## config.mk

```make
export PLATFORM = sky130hd
export DESIGN_NAME = booth_seq_mult
export DESIGN_NICKNAME = d
export VERILOG_FILES = /design/src/rtl/booth_pkg.sv /design/src/rtl/booth_ff_reg.sv /design/src/rtl/booth_seq_mult.sv
export SDC_FILE = /design/constraint.sdc
export NUM_CORES = 1
export LEC_CHECK = 0
export BUFFER_PORTS_ARGS = -buffer_cell sky130_fd_sc_hd__buf_2
export CAP_MARGIN = 0
export CORE_ASPECT_RATIO = 0.75
export CORE_MARGIN = 2
export CORE_UTILIZATION = 58
export DETAILED_ROUTE_END_ITERATION = 8
export PLACE_DENSITY = 0.8
export SETUP_SLACK_MARGIN = 0.5
export SYNTH_ARGS = -nofsm -noshare
export SYNTH_HDL_FRONTEND = slang
export SYNTH_SLANG_ARGS = --single-unit
```

## constraint.sdc

```tcl
create_clock -name clk -period 2.9 [get_ports clk]
set_clock_uncertainty 0.2 [all_clocks]
set_input_delay 0.58 -clock clk [delete_from_list [all_inputs] [get_ports clk]]
set_output_delay 0.58 -clock clk [all_outputs]
set_load 0.005 [all_outputs]
```

## src/rtl/booth_pkg.sv

```systemverilog
// booth_pkg: shared FSM state encoding and Booth recoding constants for booth_seq_mult.
//   state_t    : ST_IDLE waits for start, ST_CALC runs one add/sub-and-shift step per clock
//   BOOTH_*    : decisions taken from the {Q[0], Q_1} bit pair
package booth_pkg;

    typedef enum logic {
        ST_IDLE = 1'b0,
        ST_CALC = 1'b1
    } state_t;

    localparam logic [1:0] BOOTH_NOP    = 2'b00;
    localparam logic [1:0] BOOTH_NOP_HI = 2'b11;
    localparam logic [1:0] BOOTH_ADD    = 2'b01;
    localparam logic [1:0] BOOTH_SUB    = 2'b10;

endpackage

```

## src/rtl/booth_ff_reg.sv

```systemverilog
// booth_ff_reg: parametrised register, asynchronous active-low clear, synchronous load enable.
//   clk   in  1      clock
//   rst_n in  1      asynchronous reset to 0, active-low
//   en    in  1      load d on the rising edge when high
//   d     in  WIDTH  next value
//   q     out WIDTH  stored value
module booth_ff_reg #(
    parameter int WIDTH = 8
) (
    input  logic             clk,
    input  logic             rst_n,
    input  logic             en,
    input  logic [WIDTH-1:0] d,
    output logic [WIDTH-1:0] q
);

    always_ff @(posedge clk or negedge rst_n) begin
        if (!rst_n) q <= '0;
        else if (en) q <= d;
    end

endmodule

```

## src/rtl/booth_seq_mult.sv

```systemverilog
// booth_seq_mult: sequential radix-2 Booth multiplier, one add/sub-and-shift step per clock.
//   clk          in  1        clock
//   rst_n        in  1        asynchronous reset, active-low; aborts any operation
//   start        in  1        request, only honoured while idle
//   multiplicand in  WIDTH    operand M, captured when start is accepted
//   multiplier   in  WIDTH    operand Q, captured when start is accepted
//   busy         out 1        high while a multiplication is in progress
//   done         out 1        one-cycle pulse when product is updated
//   product      out 2*WIDTH  last result, held until the next done
module booth_seq_mult
    import booth_pkg::*;
#(
    parameter int WIDTH  = 8,
    parameter int SIGNED = 1
) (
    input  logic               clk,
    input  logic               rst_n,
    input  logic               start,
    input  logic [WIDTH-1:0]   multiplicand,
    input  logic [WIDTH-1:0]   multiplier,
    output logic               busy,
    output logic               done,
    output logic [2*WIDTH-1:0] product
);

    // One guard bit lets -2^(WIDTH-1) and unsigned full-scale operands run through
    // a signed Booth datapath without overflow.
    localparam int IW    = WIDTH + 1;
    localparam int ITER  = WIDTH + 1;
    localparam int CNT_W = $clog2(ITER + 1);

    state_t             state, state_d;
    logic [CNT_W-1:0]   count;
    logic [IW-1:0]      a, q, m;
    logic [0:0]         q_1;
    logic [IW-1:0]      ext_mc, ext_mp;
    logic [IW-1:0]      a_sum, a_sh, q_sh, a_d, q_d;
    logic [0:0]         q1_d;
    logic [1:0]         booth;
    logic               accept, calc, last;

    assign accept = (state == ST_IDLE) && start;
    assign calc   = (state == ST_CALC);
    assign last   = calc && (count == CNT_W'(1));
    assign busy   = calc;

    assign ext_mc = (SIGNED != 0) ? {multiplicand[WIDTH-1], multiplicand} : {1'b0, multiplicand};
    assign ext_mp = (SIGNED != 0) ? {multiplier[WIDTH-1], multiplier} : {1'b0, multiplier};

    assign booth = {q[0], q_1[0]};

    always_comb begin
        a_sum = (booth == BOOTH_SUB) ? a - m :
                (booth == BOOTH_ADD) ? a + m : a;
        // arithmetic right shift of {A', Q, Q_1}
        a_sh  = {a_sum[IW-1], a_sum[IW-1:1]};
        q_sh  = {a_sum[0], q[IW-1:1]};
        a_d   = accept ? '0 : a_sh;
        q_d   = accept ? ext_mp : q_sh;
        q1_d  = accept ? 1'b0 : q[0];
    end

    always_comb begin
        state_d = state;
        if (accept) state_d = ST_CALC;
        else if (last) state_d = ST_IDLE;
    end

    always_ff @(posedge clk or negedge rst_n) begin
        if (!rst_n) begin
            state <= ST_IDLE;
            count <= '0;
            done  <= 1'b0;
        end else begin
            state <= state_d;
            count <= accept ? CNT_W'(ITER) : calc ? count - 1'b1 : count;
            done  <= last;
        end
    end

    booth_ff_reg #(.WIDTH(IW)) u_a (
        .clk(clk), .rst_n(rst_n), .en(accept | calc), .d(a_d), .q(a)
    );

    booth_ff_reg #(.WIDTH(IW)) u_q (
        .clk(clk), .rst_n(rst_n), .en(accept | calc), .d(q_d), .q(q)
    );

    booth_ff_reg #(.WIDTH(1)) u_q_1 (
        .clk(clk), .rst_n(rst_n), .en(accept | calc), .d(q1_d), .q(q_1)
    );

    booth_ff_reg #(.WIDTH(IW)) u_m (
        .clk(clk), .rst_n(rst_n), .en(accept), .d(ext_mc), .q(m)
    );

    // Low 2*WIDTH bits of the final shifted {A, Q}; the guard bits drop out.
    booth_ff_reg #(.WIDTH(2*WIDTH)) u_product (
        .clk(clk), .rst_n(rst_n), .en(last), .d({a_sh[WIDTH-2:0], q_sh}), .q(product)
    );

endmodule

```

# Yosys cells after proc, flatten, opt, wreduce, memory -nomap -nowiden
# Index checks and enable logic that the tools add are counted.
dict set report op_classes {
  n_addsub 3
  eq_ne 3
  muxes 9
  bitwise 2
  reduce_logical 4
}
# op n
set ops {}
lappend ops {{2-to-1 mux 9 bit} 4}
lappend ops {{adder 9 bit} 1}
lappend ops {{subtractor 9 bit} 1}
lappend ops {{2-to-1 mux 4 bit} 2}
lappend ops {{equality test 4 x 1 -> 1 bit, second input constant} 1}
lappend ops {{nonzero test 2 bit} 2}
lappend ops {{subtractor 4 x 1 -> 4 bit, second input constant} 1}
lappend ops {{2-to-1 mux 1 bit} 3}
lappend ops {{equality test 2 x 1 -> 1 bit, second input constant} 1}
lappend ops {{equality test 2 bit, second input constant} 1}
lappend ops {{logical AND 1 bit} 2}
lappend ops {{NOT 1 bit} 1}
lappend ops {{OR 1 bit} 1}
dict set report totals {
  ff_bits 49
  inputBits 19
  output_inout_bits 18
}

# Longest topological paths before layout
# Gate-level depths: netlist (run 1).
dict set report logic_depth {
  word_depth 4
  depth_mapped 10
  depth_no_buf 10
}

# Cells and area by module
# A second synthesis (run 1) with hierarchy kept.
dict set report hier_totals {
  cells_unflattened 305
  hier_area_um2 3258.1
}
# module n_inst cells_per_inst area_each_um2 seq_area_each_um2
set by_module_without_submodules {}
lappend by_module_without_submodules {booth_seq_mult 1 212 1453.9 150.1}
lappend by_module_without_submodules {{booth_ff_reg (u_a ...)} 3 19 371.6 225.2}
lappend by_module_without_submodules {{booth_ff_reg (u_product)} 1 34 649.4 400.4}
lappend by_module_without_submodules {{booth_ff_reg (u_q_1)} 1 2 40.0 25.0}

# Least setup slack after synthesis (run 1)
# No wires, ideal clock.
dict set report synth_path {
  path_kind {reg2reg}
  from {reg u_a.q[0]}
  to {reg u_product.q[14]}
  arrival_ns 2.042
  required_ns 2.575
  slack_ns 0.533
  path_stages_with_launch 11
  period_less_slack_ns 2.367
  path_cell_list {dfrtp_1 > inv_1 > ha_1 > inv_1 > fa_1 > a211oi_1 > o21ai_0 > xor2_1 > o21ai_0 > o211ai_1 > mux2_2}
}
dict set report synth_via {
  elab_chain_cells 3
}
# element line_no
set synth_rtl {}
lappend synth_rtl {{start, declared} booth_ff_reg.sv:14} ;# output logic [WIDTH-1:0] q
lappend synth_rtl {{start signal, assigned} booth_ff_reg.sv:18} ;# if (!rst_n) q <= '0;
lappend synth_rtl {{start signal, assigned} booth_ff_reg.sv:19} ;# else if (en) q <= d;
lappend synth_rtl {{adder 9 bit} booth_seq_mult.sv:54} ;# (booth == BOOTH_ADD) ? a + m : a;
lappend synth_rtl {{2-to-1 mux 9 bit} booth_seq_mult.sv:54}
lappend synth_rtl {{2-to-1 mux 9 bit *} booth_seq_mult.sv:53} ;# a_sum = (booth == BOOTH_SUB) ? a - m :
lappend synth_rtl {{end signal, assigned} booth_ff_reg.sv:18}
lappend synth_rtl {{end signal, assigned} booth_ff_reg.sv:19}
lappend synth_rtl {{end, declared} booth_ff_reg.sv:14}
# Every way passes the cells marked *; elsewhere a longest branch is shown, timed or not.
# A chain may end at the register's enable or synchronous reset.

# Worst setup path after layout (run 1)
dict set report layout_path {
  from {reg u_m.q[5]}
  to {reg u_a.q[6]}
}
dict set report layout_via {
  elab_chain_cells 4
}
# element line_no
set layout_rtl {}
lappend layout_rtl {{start, declared} booth_ff_reg.sv:14}
lappend layout_rtl {{start signal, assigned} booth_ff_reg.sv:18}
lappend layout_rtl {{start signal, assigned} booth_ff_reg.sv:19}
lappend layout_rtl {{adder 9 bit} booth_seq_mult.sv:54}
lappend layout_rtl {{2-to-1 mux 9 bit} booth_seq_mult.sv:54}
lappend layout_rtl {{2-to-1 mux 9 bit *} booth_seq_mult.sv:53}
lappend layout_rtl {{2-to-1 mux 9 bit *} booth_seq_mult.sv:58} ;# a_d = accept ? '0 : a_sh;
# Marks and branches as above.

==> metrics.csv, run 1 <==
stage,metric,value,unit
status,status,finished clean,
synth,"Net Count, Synth",348,
job,total of max-cap violations,0,
pwr,leakage,1.60,nW
die,Initial Utilization,59.1,%
global_route,largest net degree at the start of global routing,49,
die,# rows,22,
sta,Final Worst Setup Slack,0.509,ns
place,Port Buf Inserts,36,
global_route,global route overflow,0,
worst_hold_path,worst min path class,in2async,
die,core box area,0.00482,mm^2
detailed_routing,ANT nets after route,0,
place,pre-CTS setup slack,0.359,ns
cts,clock buffer depth,2,
die,I/O pin cnt,37,
die,die area,0.00549,mm^2
cts,Clock Latency Late Sink,0.30,ns
sta,fmax,418,MHz
global_route,initial antenna violation count,0,
synth,Post-synth top cells,"55 x nand2_1, 48 x dfrtp_1, 26 x o21ai_0",
global_route,met3 Use GR,4.08,%
detailed_routing,post-DR vias/cell,5.81,
layout,fin area,0.00328,mm^2
place,area of placed instances,0.00306,mm^2
synth,Synth area leader,dfrtp_1,
cts,H-tree levels,2,
detailed_routing,TritonRoute pass-1 iters,4,
worst_setup_path,startpoint types,flop,
worst_setup_path,CP Max Fanout,8,
pwr,PwrDens,1310,mW/mm^2
detailed_routing,1st-iter DRT viols,187,
synth,register area share after synthesis,42.2,%
detailed_routing,vias,2352,
sta,final setup violation count,0,
sta,Fin Setup TNS,0,ns
synth,Netlist cell types,54,
sta,Fin. Hold Viols,0,
worst_setup_path,RR Startpoint,u_m.q[5],
synth,most common flop cell mapped by yosys,dfrtp_1,
layout,fraction of layout cells with a size suffix above 1,23.8,%
cts,CTS root buffer,clkbuf_8,
global_route,gr busiest metal,met2,
global_route,met1 GRT Util,35.5,%
synth,fraction of registers with async set/reset,100,%
layout,final core utilization,68.2,%
worst_setup_path,crit path capture type,flop,
global_route,grt met2 use,39.4,%
worst_setup_path,required time of the critical path,2.89,ns
sta,Final min period,2.39,ns
sta,Final Hold Slack,0.0449,ns
place,routability cong.,0.891,
synth,Post-Synthesis Cells,307,
die,chip width,84.9,um
worst_setup_path,CP arrival,2.38,ns
place,dpl hpwl,4500,um
sta,Max-slew headroom,71.3,%
detailed_routing,routed wire length,6510,um
layout,n_diodes,0,
die,Die Ht,64.7,um
synth,Yosys reg bits,48,
cts,total CTS buffers,5,
synth,Syn Std Cell Area,0.00285,mm^2
worst_setup_path,CP Class,reg2reg,
worst_setup_path,Reg2Reg Depth,8,
pwr,Peak VDD IR,0.728,mV
cts,CTS tree,yes,
detailed_routing,Remaining DRCs,0,
sta,Slew @ Worst Pin,0.429,ns
global_route,total track usage,24.8,%
synth,synth top area cells,"dfrtp_1 42%, ha_1 8.8%, nand2_1 7.3%, o21ai_0 4.6%, mux2i_1 3.9%",
global_route,number of global-route vias before repair,2309,
worst_setup_path,R2R Setup Slk,0.51,ns
synth,Yosys warnings,0,
synth,Post-synth EDFFs,0,
synth,"Avg Cell Area, Syn",9.27,um^2
worst_setup_path,R2R Path End,u_a.q[6],
global_route,first-pass GRT wire length,10800,um
cts,CTS sink cnt,48,
sta,"Slew Viols, Final",0,
layout,Area Growth Syn to Fin,15.3,%
sta,fin crit share,82.4,%
sta,unrepaired setup endpoints after global routing,true,
cts,"Reg clk slew, reported paths",0.10,ns
synth,"count leader, synth",nand2_1,
detailed_routing,Avg WL per Cell,16.1,um
synth,post-synth top area share,42.2,%
layout,nets,385,
-- routing by layer --
metal / share of wire, % / routed length (um) / vias up
met3: 6.7 / 439 / 11
met2: 47 / 3060 / 74
met5: 0 / 0 / -
li1: - / - / 1132
met4: 1.2 / 78 / 0
met1: 45 / 2940 / 1135
-- final cells by class --
cell class,count,area (um^2)
inverter,21,81.3
fill,376,1530
clock inverter,2,38.8
sequential,48,1200
multi-input combinational,220,1520
timing repair buffer,48,283
clock buffer,6,82.6
tap,60,75.1
-- logic make-up (layout without fill, tap and decap cells) --
logic type / count (synthesis) / after routing / synth area share, %
AND/OR/NAND/NOR: 102 / 102 / 16.8
AO/OA/AOI/OAI: 75 / 75 / 17.1
flip-flops: 48 / 48 / 42.2
buffers and inverters: 39 / 77 / 6.24
adder cells (fa/ha/maj): 22 / 22 / 10.2
multiplexers: 17 / 17 / 6.24
XOR/XNOR: 4 / 4 / 1.23
-- how the worst max path moves through the flow --
stage              from              end  slack [ns]
5_1_grt        u_a.q[5]         u_a.q[6]        0.39
2_1_floorplan  u_a.q[0]  u_product.q[14]        0.53
4_1_cts        u_a.q[0]  u_product.q[14]        0.49
3_5_place_dp   u_a.q[0]  u_product.q[14]        0.36
6_report       u_m.q[5]         u_a.q[6]        0.51
3_3_place_gp   u_a.q[0]  u_product.q[14]        0.41
-- flip-flops by register name (all words and copies together), names as in the netlist --
signal,count
u_product.q,16
u_q.q,9
u_a.q,8
u_m.q,8
count,4
busy,1
done,1
u_q_1.q,1
-- through the flow --
stage | std cells | power [W]
2_1_floorplan | 307 | 0.00296
3_3_place_gp | 391 | 0.00341
3_5_place_dp | 391 | 0.00351
4_1_cts | 400 | 0.00413
5_1_grt | 405 | 0.00464
6_report | 405 | 0.00428
-- report_power, final --
part           switching (W)  total, W  internal (W)
registers           0.000243   0.00124      0.000993
logic                0.00140   0.00253       0.00113
clock network       0.000237  0.000519      0.000282
total                0.00188   0.00428       0.00240
-- repair_timing --
| action | CTS | global route |
|---|---|---|
| setup endpoints to repair | 9 | 12 |
| setup buffers | 1 | 5 |
| gates cloned | 0 | 0 |
| hold buffers | 0 | 0 |
| pin swaps | 1 | 5 |
| gates resized for setup | 10 | 9 |
-- critical path, cell delays in order, from the launching register on --
cell and delay (ns):
dfrtp_1 0.37, inv_1 0.08, ha_2 0.40, inv_1 0.12
a221oi_2 0.27, a2bb2oi_1 0.20, mux2_1 0.35, a22oi_2 0.21
o21ai_1 0.08
-- placed cells by master (no fill, tap or decap), drive strengths merged, types with 2 or more instances in the layout --
| cell type | Yosys | layout |
|---|---|---|
| a22o | 5 | 5 |
| nand2 | 55 | 55 |
| fa | 2 | 2 |
| a22oi | 2 | 2 |
| a32o | 2 | 2 |
| inv | 21 | 21 |
| nor3b | 2 | 2 |
| mux2i | 11 | 11 |
| nor2 | 12 | 12 |
| dfrtp | 48 | 48 |
| o211ai | 3 | 3 |
| nor2b | 6 | 6 |
| mux2 | 6 | 6 |
| nor3 | 6 | 6 |
| a21o | 3 | 3 |
| nor4 | 3 | 3 |
| o21ai | 30 | 30 |
| a211oi | 3 | 3 |
| a21oi | 14 | 14 |
| nand3 | 5 | 5 |
| clkbuf | 9 | 6 |
| ha | 20 | 20 |
| buf | 9 | 48 |
| nand2b | 6 | 6 |
| xnor2 | 3 | 3 |
| o21a | 2 | 2 |
(Power assumes the default switching activity.)
==> inputs of run 2 (changes only) <==
--- a/config.mk
+++ b/config.mk
@@ -5,13 +5,14 @@
 export SDC_FILE = /design/constraint.sdc
 export NUM_CORES = 1
 export LEC_CHECK = 0
+export ABC_AREA = 1
 export BUFFER_PORTS_ARGS = -buffer_cell sky130_fd_sc_hd__buf_2
 export CAP_MARGIN = 0
 export CORE_ASPECT_RATIO = 0.75
 export CORE_MARGIN = 2
-export CORE_UTILIZATION = 58
+export CORE_UTILIZATION = 52
 export DETAILED_ROUTE_END_ITERATION = 8
-export PLACE_DENSITY = 0.8
+export PLACE_DENSITY = 0.76
 export SETUP_SLACK_MARGIN = 0.5
 export SYNTH_ARGS = -nofsm -noshare
 export SYNTH_HDL_FRONTEND = slang
==> constraint.sdc (replaced) <==
create_clock -name clk -period 2 [get_ports clk]
set_clock_uncertainty 0.2 [all_clocks]
set_input_delay 0.4 -clock clk [delete_from_list [all_inputs] [get_ports clk]]
set_output_delay 0.4 -clock clk [all_outputs]
set_load 0.005 [all_outputs]
==> metrics.csv, run 2 <==
stage,metric,value,unit
status,failing checks,setup timing,
layout,final core utilization,71.4,%
die,chip width,90.2,um
die,die area,0.00619,mm^2
sta,fin crit share,103,%
cts,CTS root buffer,clkbuf_8,
place,area of placed instances,0.00326,mm^2
synth,post-synth top area share,41.4,%
layout,fill count,413,
detailed_routing,ANT nets after route,0,
die,# rows,23,
global_route,initial antenna violation count,0,
worst_setup_path,required time of the critical path,1.99,ns
global_route,largest net degree at the start of global routing,40,
layout,Largest regs,"u_product.q: 16 flops, u_q.q: 9 flops",
die,Die Ht,68.7,um
detailed_routing,1st-iter DRT viols,273,
worst_hold_path,worst min path class,in2reg,
pwr,PwrDens,2130,mW/mm^2
cts,H-tree levels,2,
sta,fmax,484,MHz
layout,Area Growth Syn to Fin,31.9,%
place,Port Buf Inserts,36,
sta,Max-slew headroom,80.6,%
place,routability cong.,0.897,
cts,total CTS buffers,5,
sta,Final Hold Slack,0.0985,ns
synth,fraction of registers with async set/reset,100,%
worst_setup_path,startpoint types,flop,
layout,"commonest non-fill, non-tap cells in the layout","104 x nand2_1, 44 x dfrtp_1, 36 x buf_2, 30 x buf_4, 29 x inv_1",
pwr,Final Power,0.00813,W
place,dpl hpwl,5110,um
layout,Largest Register,u_product.q,
layout,fin area,0.00382,mm^2
global_route,number of global-route vias before repair,2374,
sta,Final Worst Setup Slack,-0.0657,ns
cts,"Reg clk slew, reported paths",0.09,ns
synth,synth top area cells,"dfrtp_1 41%, nand2_1 15%, ha_1 8.6%, nand3_1 5.2%, inv_1 4.8%",
place,pre-CTS setup slack,-0.0128,ns
worst_setup_path,crit path capture type,flop,
cts,Clock Latency Late Sink,0.30,ns
detailed_routing,Remaining DRCs,0,
worst_setup_path,CP arrival,2.06,ns
synth,most common flop cell mapped by yosys,dfrtp_1,
sta,final setup violation count,3,
layout,max FFs per register,16,
synth,Yosys warnings,0,
layout,"most common cell after layout, fill and taps aside",nand2_1,
synth,Synth area leader,dfrtp_1,
detailed_routing,Avg WL per Cell,16.3,um
cts,CTS sink cnt,48,
sta,Fin. Hold Viols,0,
cts,CTS tree,yes,
synth,Netlist cell types,35,
sta,unrepaired setup endpoints after global routing,true,
synth,Syn Std Cell Area,0.00290,mm^2
detailed_routing,vias,2779,
die,I/O pin cnt,37,
sta,"Slew Viols, Final",0,
synth,"count leader, synth",nand2_1,
pwr,Peak VDD IR,1.18,mV
detailed_routing,routed wire length,8320,um
sta,Slew @ Worst Pin,0.291,ns
worst_setup_path,CP Class,reg2reg,
synth,Post-Synthesis Cells,363,
detailed_routing,post-DR vias/cell,5.44,
layout,fraction of layout cells with a size suffix above 1,36.7,%
global_route,total track usage,24.6,%
detailed_routing,TritonRoute pass-1 iters,5,
layout,nets,477,
layout,n_diodes,0,
global_route,global route overflow,0,
worst_setup_path,CP Max Fanout,4,
synth,"Net Count, Synth",404,
sta,Final min period,2.07,ns
synth,"Avg Cell Area, Syn",7.99,um^2
status,status,"complete, but fails checks",
die,Initial Utilization,54.2,%
synth,register area share after synthesis,41.4,%
synth,Yosys reg bits,48,
global_route,first-pass GRT wire length,11800,um
job,total of max-cap violations,0,
synth,Post-synth EDFFs,0,
synth,Post-synth top cells,"113 x nand2_1, 48 x dfrtp_1, 37 x inv_1",
cts,clock buffer depth,2,
die,core box area,0.00535,mm^2
pwr,leakage,1.92,nW
==> run 2: logic make-up after synthesis <==
kind of cell | share of synthesized area (%)
XOR/XNOR | 0.907
AND/OR/NAND/NOR | 25.7
flip-flops | 41.4
adder cells (fa/ha/maj) | 10.0
buffers and inverters | 10.1
AO/OA/AOI/OAI | 11.8
==> run 2: routing by layer <==
metal | track usage, % | part of all wire [%] | up-vias
met5 | 0 | 0 | -
met4 | 7.12 | 3.6 | 0
met3 | 3.80 | 6.2 | 37
met2 | 41.4 | 47 | 122
met1 | 33.8 | 43 | 1301
li1 | - | - | 1319
==> run 2: worst max-delay path: stages, from the launching register on <==
cell and delay [ns]:
dfrtp_1 0.41, buf_4 0.14, ha_4 0.13, inv_4 0.04, fa_2 0.40, nand3_2 0.10
nand3_2 0.09, xor2_1 0.15, nand2_1 0.11, o2111ai_1 0.11, nand2_1 0.08
==> run 2: metrics by stage <==
| step | std cells | TNS, ns |
|---|---|---|
| 3_5_place_dp | 476 | -0.0316 |
| 4_1_cts | 497 | 0 |
| 5_1_grt | 511 | -0.568 |
| 3_3_place_gp | 476 | -0.0155 |
| 6_report | 511 | -0.174 |
| 2_1_floorplan | 363 | 0 |
==> run 2: layout make-up <==
type | count | area (um^2) | area share [%]
multi-input combinational | 252 | 1640 | 42.8
sequential | 48 | 1210 | 31.5
timing repair buffer | 78 | 548 | 14.3
inverter | 51 | 209 | 5.46
tap | 75 | 93.8 | 2.45
clock buffer | 5 | 68.8 | 1.80
clock inverter | 2 | 60.1 | 1.57
==> run 2: what timing repair did <==
action,in CTS,in global routing
gates resized for setup,31,31
setup buffers,13,13
endpoints found under the hold margin,9,0
pin swaps,11,17
setup endpoints to repair,26,37
cloned,0,1
hold buffers,1,0
==> run 2: final timing paths <==
path / startpoint / end / slack, ns / cells after the start
max: u_m.q[0] / u_a.q[3] / -0.07 / 10
min: multiplicand[5] / u_m.q[5] / 0.1 / 3
max reg2reg: u_m.q[0] / u_a.q[3] / -0.07 / 10
min reg2reg: u_product.q[2] / u_product.q[2] / 0.29 / 2
max in group asynchronous: rst_n / u_a.q[4] / 0.78 / 3
min in group asynchronous: rst_n / u_m.q[2] / 0.30 / 2
==> run 2: report_power, final <==
part           internal, W  switching, W
logic              0.00241       0.00311
clock network     0.000492      0.000335
registers          0.00145      0.000325
total              0.00435       0.00377
